===== config.mk =====
export PLATFORM = sky130hd
export DESIGN_NAME = raster_scheduler
export DESIGN_NICKNAME = d
export VERILOG_FILES = /design/src/rtl/raster_scheduler.sv
export SDC_FILE = /design/constraint.sdc
export NUM_CORES = 1
export LEC_CHECK = 0
export ABC_AREA = 1
export BUFFER_PORTS_ARGS = -buffer_cell sky130_fd_sc_hd__buf_2
export CAP_MARGIN = 20
export CORE_MARGIN = 1.5
export CORE_UTILIZATION = 60
export DETAILED_ROUTE_END_ITERATION = 10
export HOLD_SLACK_MARGIN = 0.03
export PLACE_DENSITY = 0.79
export SYNTH_ARGS = -nofsm -noshare
export SYNTH_HDL_FRONTEND = slang
export SYNTH_SLANG_ARGS = --single-unit

===== constraint.sdc =====
create_clock -name clk -period 9.7 [get_ports clk]
set_input_delay 2.91 -clock clk [delete_from_list [all_inputs] [get_ports clk]]
set_output_delay 2.91 -clock clk [all_outputs]
set_load 0.005 [all_outputs]

===== src/rtl/raster_scheduler.sv =====
// rtl/raster_scheduler.sv - triangle FIFO and issue scheduler feeding the rasterizer
module raster_scheduler #(
    parameter int COORD_W = 10,
    parameter int COLOR_W = 24,
    parameter int DEPTH   = 8,
    parameter int TIMEOUT = 4096,
    parameter int CNT_W   = 16
) (
    input  logic                   clk,
    input  logic                   n_rst,
    input  logic                   in_valid,
    output logic                   in_ready,
    input  logic [9*COORD_W-1:0]   in_tri,
    input  logic [COLOR_W-1:0]     in_color,
    input  logic                   frame_end,
    output logic                   r_start,
    output logic [9*COORD_W-1:0]   r_tri,
    output logic [COLOR_W-1:0]     r_color,
    output logic                   r_tri_ready,
    input  logic                   r_tri_read,
    input  logic                   r_done,
    output logic                   busy,
    output logic                   frame_done,
    output logic [CNT_W-1:0]       frame_count,
    output logic                   err
);
    localparam int TRI_W = 9 * COORD_W;
    localparam int AW    = (DEPTH > 1) ? $clog2(DEPTH) : 1;
    localparam int WD_W  = $clog2(TIMEOUT) + 1;
    localparam logic [AW:0]     FULL_CNT  = (AW + 1)'(DEPTH);
    localparam logic [WD_W-1:0] WDOG_LAST = WD_W'(TIMEOUT - 1);

    typedef enum logic [1:0] {
        IDLE  = 2'd0,
        ISSUE = 2'd1,
        RUN   = 2'd2
    } state_t;

    state_t             state;
    logic [TRI_W-1:0]   tri_mem   [DEPTH];
    logic [COLOR_W-1:0] color_mem [DEPTH];
    logic [AW-1:0]      wr_ptr;
    logic [AW-1:0]      rd_ptr;
    logic [AW:0]        count;
    logic [WD_W-1:0]    wdog;
    logic [CNT_W-1:0]   tri_cnt;
    logic               pend;
    logic               push;
    logic               pop;
    logic               empty;
    logic               frame_close;

    // Full blocks a push even when the head is popped in the same cycle.
    assign in_ready    = (count != FULL_CNT);
    assign empty       = (count == '0);
    assign push        = in_valid && in_ready;
    assign pop         = (state == ISSUE) && r_tri_read;
    assign busy        = (state != IDLE) || !empty;
    // A push this cycle still belongs to the pending frame, so it holds the close off.
    assign frame_close = pend && (state == IDLE) && empty && !push;

    // FIFO storage; contents need no reset because count gates every read.
    always_ff @(posedge clk) begin
        if (push) begin
            tri_mem[wr_ptr]   <= in_tri;
            color_mem[wr_ptr] <= in_color;
        end
    end

    // FIFO pointers and occupancy; pointers wrap naturally at DEPTH.
    always_ff @(posedge clk) begin
        if (n_rst) begin
            wr_ptr <= '0;
            rd_ptr <= '0;
            count  <= '0;
        end else begin
            if (push) wr_ptr <= wr_ptr + 1'b1;
            if (pop)  rd_ptr <= rd_ptr + 1'b1;
            case ({push, pop})
                2'b10:   count <= count + 1'b1;
                2'b01:   count <= count - 1'b1;
                default: count <= count;
            endcase
        end
    end

    // Issue FSM: load head in IDLE, offer it in ISSUE, wait for done or watchdog in RUN.
    always_ff @(posedge clk) begin
        if (n_rst) begin
            state       <= IDLE;
            r_start     <= 1'b0;
            r_tri_ready <= 1'b0;
            r_tri       <= '0;
            r_color     <= '0;
            wdog        <= '0;
            err         <= 1'b0;
        end else begin
            case (state)
                IDLE: begin
                    if (!empty) begin
                        r_tri       <= tri_mem[rd_ptr];
                        r_color     <= color_mem[rd_ptr];
                        r_start     <= 1'b1;
                        r_tri_ready <= 1'b1;
                        state       <= ISSUE;
                    end
                end
                ISSUE: begin
                    r_start <= 1'b0;
                    if (r_tri_read) begin
                        r_tri_ready <= 1'b0;
                        wdog        <= '0;
                        state       <= RUN;
                    end
                end
                RUN: begin
                    if (r_done) begin
                        state <= IDLE;
                    end else if (wdog == WDOG_LAST) begin
                        err   <= 1'b1;
                        state <= IDLE;
                    end else begin
                        wdog <= wdog + 1'b1;
                    end
                end
                default: begin
                    state       <= IDLE;
                    r_start     <= 1'b0;
                    r_tri_ready <= 1'b0;
                end
            endcase
        end
    end

    // Frame bookkeeping: count completed jobs, close the frame once the pipe drains.
    always_ff @(posedge clk) begin
        if (n_rst) begin
            pend        <= 1'b0;
            tri_cnt     <= '0;
            frame_done  <= 1'b0;
            frame_count <= '0;
        end else begin
            frame_done <= 1'b0;
            if (frame_close) begin
                frame_done  <= 1'b1;
                frame_count <= tri_cnt;
                tri_cnt     <= '0;
                pend        <= 1'b0;
            end else begin
                if (frame_end) pend <= 1'b1;
                if ((state == RUN) && r_done) tri_cnt <= tri_cnt + 1'b1;
            end
        end
    end

endmodule


Word-level counts from Yosys, hierarchy flattened
Memory sizes are Yosys's and may differ from the RTL's. A register that Yosys moved wholly into a read port is not among the register bits.
Cells that the tools add are included.
{ "word_totals": {"elab_cells": 72, "n_memories": 2, "register_bits": 62, "ram_bits": 912, "output_inout_bits": 136} }
{ "mem_list": {"columns": ["memory", "words", "word_bits", "rd", "rd_clocked_by_memory_dff", "wr", "line", "source"], "rows": [
  ["tri_mem", 8, 90, 1, 1, 1, "40", "logic [TRI_W-1:0] tri_mem [DEPTH];"],
  ["color_mem", 8, 24, 1, 1, 1, "41", "logic [COLOR_W-1:0] color_mem [DEPTH];"]
]} }
{ "op_classes": {"reduce_logical": 21, "n_eq_ne": 11, "add_sub_neg": 6, "bitwise_logic": 3, "n_mux": 17} }
{ "op_table": {"columns": ["cell", "n"], "rows": [
  ["2-to-1 mux 13 bit", 3],
  ["case mux 13 bit (2 select lines)", 1],
  ["adder 16 x 1 -> 16 bit, second input constant", 1],
  ["adder 13 x 1 -> 13 bit, second input constant", 1],
  ["== test 13 x 12 -> 1 bit, second input constant", 1],
  ["AND reduction 3 bit", 3],
  ["2-to-1 mux 2 bit", 4],
  ["inequality test 2 bit, second input constant", 4],
  ["case mux 4 bit (2 select lines)", 1],
  ["adder 3 x 1 -> 3 bit, second input constant", 2],
  ["logical AND 1 bit", 6],
  ["case mux 2 bit (3 select lines)", 1],
  ["nonzero test 2 bit", 3],
  ["2-to-1 mux 1 bit", 5],
  ["adder 4 x 1 -> 4 bit, second input constant", 1],
  ["== test 2 x 1 -> 1 bit, second input constant", 2],
  ["== test 2 bit, second input constant", 2],
  ["logical NOT 4 bit", 1],
  ["inequality test 4 bit, second input constant", 1],
  ["AND reduction 2 bit", 2],
  ["AND reduction 4 bit", 1],
  ["subtractor 4 x 1 -> 4 bit, second input constant", 1],
  ["inequality test 3 bit, second input constant", 1],
  ["NOT 1 bit", 3],
  ["other kinds (6)", 7]
]} }

Longest topological paths before layout
Gate-level depths: netlist of run 1.
{ "depth": {"ltp_word": 5, "mapped_depth": 14, "depth_no_buf": 14} }

Worst setup path after synthesis of run 1
Ideal clock, no wire load.
{ "synth_timing": {"path_type": "input port to flip-flop", "startpoint": "input port in_valid", "endpoint": "memory color_mem[0][0], enable pin", "n_path_buf": 0, "setup_ns": 0.588, "t_arrival_ns": 7.943, "path_stages": 4, "required_ns": 9.112, "slack_ns": 1.169, "path_cell_list": "nand2_2 inv_1 nand2_1 nor2_1"} }
{ "synth_between": {"elab_chain_len": 3} }
{ "synth_rtl": {"columns": ["element", "line", "source"], "rows": [
  ["start: declaration", "11", "input logic in_valid,"],
  ["logical AND 1 bit", "56", "assign push = in_valid && in_ready;"],
  ["2-to-1 mux 1 bit", "64", "if (push) begin"],
  ["2-to-1 mux 1 bit (not written as such)", "66", "color_mem[wr_ptr] <= in_color;"],
  ["end: declaration", "41", null]
]} }
Every way passes these cells.

==> metrics.md, run 1 <==
| Metric | Value |
|---|---|
| Outcome | completed |
| Sequential share of power | 0.498 |
| Avg Inst Size Synth | 12.3 sq um |
| Hold/Removal Path Class | reg2reg |
| Setup crit start | n_rst |
| Period minus WS final | 4880 ps |
| Final TNS setup | 0 ps |
| CP endpoint kind | flip-flop |
| Die X | 268 microns |
| I/O Pins | 256 |
| DP HPWL | 48.7 mm |
| Crit Path Max Fanout | 74 |
| Post-CTS Hold Buffers | 0 |
| First-pass GRT wire length | 145 mm |
| Peak supply drop | 0.000183 V |
| CP top delay family | buffers and inverters |
| Arr. time, crit path | 5480 ps |
| Core footprint | 0.0689 sq mm |
| Total number of vias | 27,062 |
| Initial Utilization | 0.610 |
| Clock latency on the worst-skew pair | 690 ps |
| Setup slack at placement | 4090 ps |
| CTS buffer count | 104 |
| Hold Worst Slack | 440 ps |
| GRT overflow | 0 |
| Post-synthesis sequential area ratio | 0.735 |
| Routed wire length | 93.8 mm |
| Pin count of the biggest net entering global routing | 222 |
| NetSw | 2.89 mW |
| Syn Nets | 3,538 |
| # setup viols final | 0 |
| Clk slew on worst S/H paths | 60 ps |
| Max Cap Viol | 0 |
| DP Area | 0.0437 sq mm |
| Worst setup SP type | input pin |
| DR vias/cell | 5.87 |
| RSZ-0062 raised after global routing | false |
| CP required | 10,300 ps |
| Setup ws final | 4820 ps |
| Layout area overhead | 12.4% |
| Sum of buffers and inverters on the critical path | 4 |
| Leading cell type in the layout, fill and taps excluded | edfxtp_1 |
| CTS Sinks | 1,088 |
| FF+latch count, synth | 1,088 |
| Slew Viols, Final | 0 |
| Initial antenna violation count | 24 |
| Drt first pass iters | 6 |
| GRT Overall Usage | 0.262 |
| Gate Count Post-Synth | 3,411 |
| Post-Syn Area | 0.0421 sq mm |
| Routed Antenna Nets | 0 |
| # rows | 96 |
| Total power | 11.1 mW |
| Resize count post-CTS | 0 |
| P per Cell Area | 235 mW/mm^2 |
| Routability-driven placement congestion ratio | 0.811 |
| H-tree Lvls | 3 |
| Leakage power | 16.4 nW |
| Fin crit share | 0.504 |
| Residual DRC | 0 |
| Crit-path slowest cell | buf_4 |
| Max Clk Rate | 205 MHz |
| Postcts setup bufs | 0 |
| # nets final | 3,705 |
| Clk_skew | 39.0 ps |
| Most frequent cells in the layout | edfxtp_1 (912), nor2_1 (570), o21ai_0 (471) |
| Worst path most repeated cell | nand2_1 |
| Die H | 268 microns |
| Synth warn | 0 |
| RR Startpoint | rd_ptr[0] |
| Clock root buffer | clkbuf_16 |
| Layout cells sized above 1 | 0.130 |
| Clk network pwr share | 0.369 |
| Crit Path Class | in2reg |
| 1st-iter DRT viols | 3,008 |
| Final hold viol count | 0 |
| CTS Buffer Depth | 3 |
| Yosys cell types | 35 |
| # port buffers | 255 |
| Slew HR | 0.241 |
| Die Area | 0.0717 sq mm |
| Fin area | 0.0473 sq mm |
| P_int | 8.22 mW |
| Sw Ratio | 0.260 |
| CP peak stage delay | 780 ps |
| Worst slew pin tran | 1140 ps |
| Combinational share of power | 0.133 |
| Crit-path cells | buf_2 > inv_4 > buf_4 > nand2_2 > inv_2 > nand2_1 > nand2_1 |
| Vias in the first global route | 26,234 |
| CTS tree | done |
| Min-delay src | frame_count[0] |
| DR WL/cell | 20.3 microns |
==> synthesized netlist by cell type <==
cell type / number / area share
a21boi_0: 1 / 0.00018
a21oi_1: 229 / 0.027
a31oi_1: 1 / 0.00015
buf_1: 13 / 0.0012
buf_12: 1 / 0.00048
buf_2: 58 / 0.0069
buf_4: 10 / 0.0018
buf_6: 22 / 0.0059
clkbuf_1: 121 / 0.011
dfxtp_1: 176 / 0.084
edfxtp_1: 912 / 0.65
ha_1: 7 / 0.0021
inv_1: 126 / 0.011
inv_2: 4 / 0.00036
inv_6: 1 / 0.00021
nand2_1: 266 / 0.024
nand2_2: 5 / 0.00074
nand2_4: 1 / 0.00027
nand3_1: 30 / 0.0036
nand3_2: 1 / 0.00024
nand3b_1: 3 / 0.00054
nand4_1: 9 / 0.0013
nor2_1: 578 / 0.052
nor2_2: 5 / 0.00074
nor2_4: 4 / 0.0011
nor3_1: 5 / 0.00059
o211ai_1: 228 / 0.041
o21ai_0: 471 / 0.056
o21ai_1: 114 / 0.014
o21ai_4: 1 / 0.00039
o21bai_1: 3 / 0.00054
or2_0: 1 / 0.00015
or2_2: 2 / 0.00030
xnor2_1: 1 / 0.00021
xor2_1: 1 / 0.00021
==> path summary, 6_finish.rpt <==
check | to | cells past startpoint | slack, ps
worst min-delay path | frame_count[0] | 2 | 440
worst min register to register | frame_count[0] | 2 | 440
worst max register to register | r_tri[21] | 7 | 5560
worst max-delay path | frame_count[8] | 7 | 4820
==> per-stage QoR <==
stage               utilization  std cells
global placement          0.634       4402
finish                    0.686       4611
floorplan                     -       3411
detailed placement        0.634       4402
CTS                       0.685       4598
global route              0.685       4608
==> power by group through the flow <==
| stage | Clock (mW) | Sequential [mW] | Combinational [mW] |
|---|---|---|---|
| 2_1_floorplan | 0 | 5.59 | 0.952 |
| 3_3_place_gp | 0 | 5.61 | 1.41 |
| 3_5_place_dp | 0 | 5.62 | 1.47 |
| 4_1_cts | 4.12 | 5.53 | 1.48 |
| 5_1_grt | 4.30 | 5.55 | 1.66 |
| 6_report | 4.10 | 5.53 | 1.48 |
==> cells by family after synthesis <==
group           after synthesis  share of synthesized area
xor+xnor                      2                   0.000417
fa+ha+maj                     7                    0.00208
buf+inv                     356                     0.0388
simple gates                910                     0.0849
compound gates             1048                      0.139
flops                      1088                      0.735
==> flip-flops by register name, summed over array words and instances, names as in the netlist, 2 cells and up <==
register / cells
r_tri: 90
color_mem: 192
wdog: 13
tri_cnt: 16
frame_count: 16
rd_ptr: 3
state: 2
count: 4
r_color: 24
wr_ptr: 3
tri_mem: 720
==> routing by layer <==
| layer | routed length [microns] | GRT usage |
|---|---|---|
| met5 | 155 | 0 |
| met4 | 2500 | 0.0898 |
| met3 | 6350 | 0.0490 |
| met2 | 46100 | 0.439 |
| met1 | 38600 | 0.348 |
==> layout make-up <==
| class | count | area, sq um |
|---|---|---|
| Antenna cell | 12 | 30.0 |
| Clock buffer | 133 | 2860 |
| Clock inverter | 63 | 642 |
| Fill cell | 4613 | 21700 |
| Inverter | 131 | 514 |
| Multi-Input combinational cell | 1967 | 9570 |
| Sequential cell | 1088 | 30900 |
| Tap cell | 931 | 1160 |
| Timing Repair Buffer | 286 | 1570 |
==> tightest hold or removal path: cells and delay by family (launching register included) <==
kind / cells / cell delay [ps]
flip-flops: 1 / 320
AND/OR/NAND/NOR: 2 / 90
Power figures use the tool's default switching activity.
==> run 2: changes to the inputs <==
--- a/config.mk
+++ b/config.mk
@@ -5,7 +5,7 @@
 export SDC_FILE = /design/constraint.sdc
 export NUM_CORES = 1
 export LEC_CHECK = 0
-export ABC_AREA = 1
+export ABC_AREA = 0
 export BUFFER_PORTS_ARGS = -buffer_cell sky130_fd_sc_hd__buf_2
 export CAP_MARGIN = 20
 export CORE_MARGIN = 1.5
==> constraint.sdc (replaced) <==
create_clock -name clk -period 5.1 [get_ports clk]
set_input_delay 1.53 -clock clk [delete_from_list [all_inputs] [get_ports clk]]
set_output_delay 1.53 -clock clk [all_outputs]
set_load 0.005 [all_outputs]
==> metrics.md, run 2 <==
| Metric | Value |
|---|---|
| Final hold viol count | 0 (unchanged) |
| Crit Path Class | reg2out |
| # port buffers | 255 (unchanged) |
| Peak supply drop | 0.000665 V (+260%) |
| Worst slew pin tran | 1070 ps (-65.9 ps) |
| Layout cells sized above 1 | 0.299 (+0.169) |
| Most frequent cells in the layout | edfxtp_1 (912), buf_2 (254), mux4_2 (228) |
| DP HPWL | 46.7 mm (-4.2%) |
| Max Clk Rate | 283 MHz |
| Post-synthesis sequential area ratio | 0.765 (+0.0296) |
| P per Cell Area | 462 mW/mm^2 (+97%) |
| # nets final | 2,414 (-35%) |
| Commonest cells in the netlist | edfxtp_1 (912), mux4_2 (228), dfxtp_1 (176), nor2_1 (140) |
| Leakage power | 14.9 nW (-8.8%) |
| NetSw | 5.40 mW (+87%) |
| Yosys top cell by area | edfxtp_1 |
| Synth warn | 0 (unchanged) |
| Post-synthesis async set-or-reset flop share | 0 (unchanged) |
| Area contributors post-synth | edfxtp_1 (68%), mux4_2 (13%), dfxtp_1 (8.7%) |
| Combinational share of power | 0.148 (+0.015) |
| Layout area overhead | 14.7% |
| Clk network pwr share | 0.360 (-0.009) |
| Post-synth top area share | 0.677 (+0.0262) |
| Post-synth EDFFs | 912 (unchanged) |
| Sw Ratio | 0.252 (-0.00774) |
| GRT overflow | 0 (unchanged) |
| Clk_skew | 32.0 ps (-7.03 ps) |
| Slew HR | 0.285 (+0.0439) |
| Reg area | 0.0309 sq mm (unchanged) |
| # setup viols final | 0 (unchanged) |
| Gate Count Post-Synth | 2,008 (-41%) |
| Multi-input gate area | 0.00908 sq mm (-5.2%) |
| Total number of vias | 20,391 (-25%) |
| Initial Utilization | 0.611 (about the same) |
| Fin crit share | 0.693 |
| P_int | 16.0 mW (+95%) |
| CTS Sinks | 1,088 (unchanged) |
| Hold/Removal Path Class | reg2reg |
| Core footprint | 0.0662 sq mm (-4.0%) |
| H-tree Lvls | 3 (unchanged) |
| RSZ-0062 raised after global routing | false |
| Die H | 263 microns (-1.9%) |
| I/O Pins | 256 (unchanged) |
| Routability-driven placement congestion ratio | 0.853 (+5.1%) |
| Leading cell type in the layout, fill and taps excluded | edfxtp_1 |
| Post-CTS Hold Buffers | 0 (unchanged) |
| CP endpoint kind | output pin |
| FF+latch count, synth | 1,088 (unchanged) |
| Crit Path Max Fanout | 8 (-89%) |
| Clock latency on the worst-skew pair | 670 ps (-20 ps) |
| Placed Instances | 3,045 (-31%) |
| Post-Syn Area | 0.0404 sq mm (-3.9%) |
| Outcome | completed |
| CTS Buffer Depth | 3 (unchanged) |
| Pin count of the biggest net entering global routing | 151 (-32%) |
| # rows | 94 (-2.1%) |
| Main synth FF type | edfxtp_1 |
| CP required | 3570 ps (-6730 ps) |
| Arr. time, crit path | 2010 ps (-3470 ps) |
| Period minus WS final | 3540 ps |
| Max FFs per register | 720 (unchanged) |
| Residual DRC | 0 (unchanged) |
| Routed wire length | 86.4 mm (-7.9%) |
| Die X | 263 microns (-1.9%) |
| Yosys cell types | 50 (+43%) |
| Slew Viols, Final | 0 (unchanged) |
| Vias in the first global route | 20,542 (-22%) |
| Count leader, synth | edfxtp_1 |
| Sequential share of power | 0.492 (-0.006) |
| Regs by FF count | tri_mem (720), color_mem (192), r_tri (90) |
| Most flop-heavy register | tri_mem |
| Clock root buffer | clkbuf_16 |
| DR WL/cell | 26.5 microns (+30%) |
| Initial antenna violation count | 25 (+4.2%) |
| 1st-iter DRT viols | 2,073 (-31%) |
| Drt first pass iters | 5 (-1) |
| Postcts setup bufs | 0 (unchanged) |
| Routed Antenna Nets | 0 (unchanged) |
| Avg Inst Size Synth | 20.1 sq um (+63%) |
| Syn Nets | 2,135 (-40%) |
| DR vias/cell | 6.26 (+6.6%) |
| Post-layout util | 0.700 (+0.0144) |
| Resize count post-CTS | 0 (unchanged) |
| Die Area | 0.0689 sq mm (-3.8%) |
| Worst setup SP type | flip-flop |
| First-pass GRT wire length | 129 mm (-11%) |
| Post-route insts no fill | 3,258 (-29%) |
| Clk slew on worst S/H paths | 60 ps (about the same) |
| FILL cells | 3,881 (-16%) |
| Max Cap Viol | 0 (unchanged) |
| GRT Overall Usage | 0.249 (-0.0130) |
| CTS tree | done |
| CTS buffer count | 103 (-0.96%) |
## run 2: worst paths after layout
check / from / end / slack, ps / depth (start not counted)
worst max-delay path: count[1] / in_ready / 1560 / 2
worst min-delay path: wdog[12] / wdog[12] / 440 / 2
worst max register to register: count[1] / count[2] / 2310 / 9
worst min register to register: wdog[12] / wdog[12] / 440 / 2
## run 2: worst max-delay path, stage by stage, from the launching register on
cell     delay (ps)
dfxtp_1         400
or4b_2          760
buf_2           200
## run 2: final cells by class
type,instances,area share
inverters,9,0.000729
multi-input cells,795,0.196
diodes,16,0.000864
flip-flops and latches,1088,0.667
clock buffers,143,0.0659
clock inverters,53,0.00974
repair buffers,290,0.0365
well taps,864,0.0233
## run 2: cell families (layout without fill, tap and decap cells)
| group | Yosys count | count (layout) | synth area share |
|---|---|---|---|
| other | 0 | 16 | 0 |
| buffers and inverters | 125 | 495 | 0.0128 |
| adders and majority gates | 7 | 7 | 0.00217 |
| xor gates and xnor gates | 14 | 14 | 0.00303 |
| muxes | 344 | 344 | 0.156 |
| AOI/OAI and AO/OA | 185 | 185 | 0.0327 |
| and+or+nand+nor | 245 | 245 | 0.0291 |
| DFF | 1088 | 1088 | 0.765 |
## run 2: metrics by stage
stage	area, sq um	power [mW]	TNS, ps	setup WS (ps)	hold WS [ps]
after global placement	42800	13.7	0	1500	419
final	46400	21.4	0	1560	438
after global routing	46300	22.2	0	1500	458
after CTS	46300	21.5	0	1530	439
after detailed placement	42800	13.8	0	1410	431
after floorplan	40500	12.8	-79750	-243	407
## run 2: power groups by stage
| stage | registers (mW) | logic, mW | clock network [mW] |
|---|---|---|---|
| 2_1_floorplan | 10.6 | 2.19 | 0 |
| 3_3_place_gp | 10.7 | 3.03 | 0 |
| 4_1_cts | 10.5 | 3.19 | 7.80 |
| 3_5_place_dp | 10.7 | 3.13 | 0 |
| 6_report | 10.5 | 3.17 | 7.71 |
| 5_1_grt | 10.6 | 3.47 | 8.12 |
## run 2: per-layer routing
metal | share of wire | GRT usage | vias to the layer above | wire, microns
li1 | - | - | 8797 | -
met1 | 0.39 | 0.337 | 10611 | 33400
met2 | 0.52 | 0.412 | 811 | 44500
met3 | 0.073 | 0.0501 | 152 | 6270
met4 | 0.024 | 0.0820 | 20 | 2070
met5 | 0.0014 | 0 | - | 123
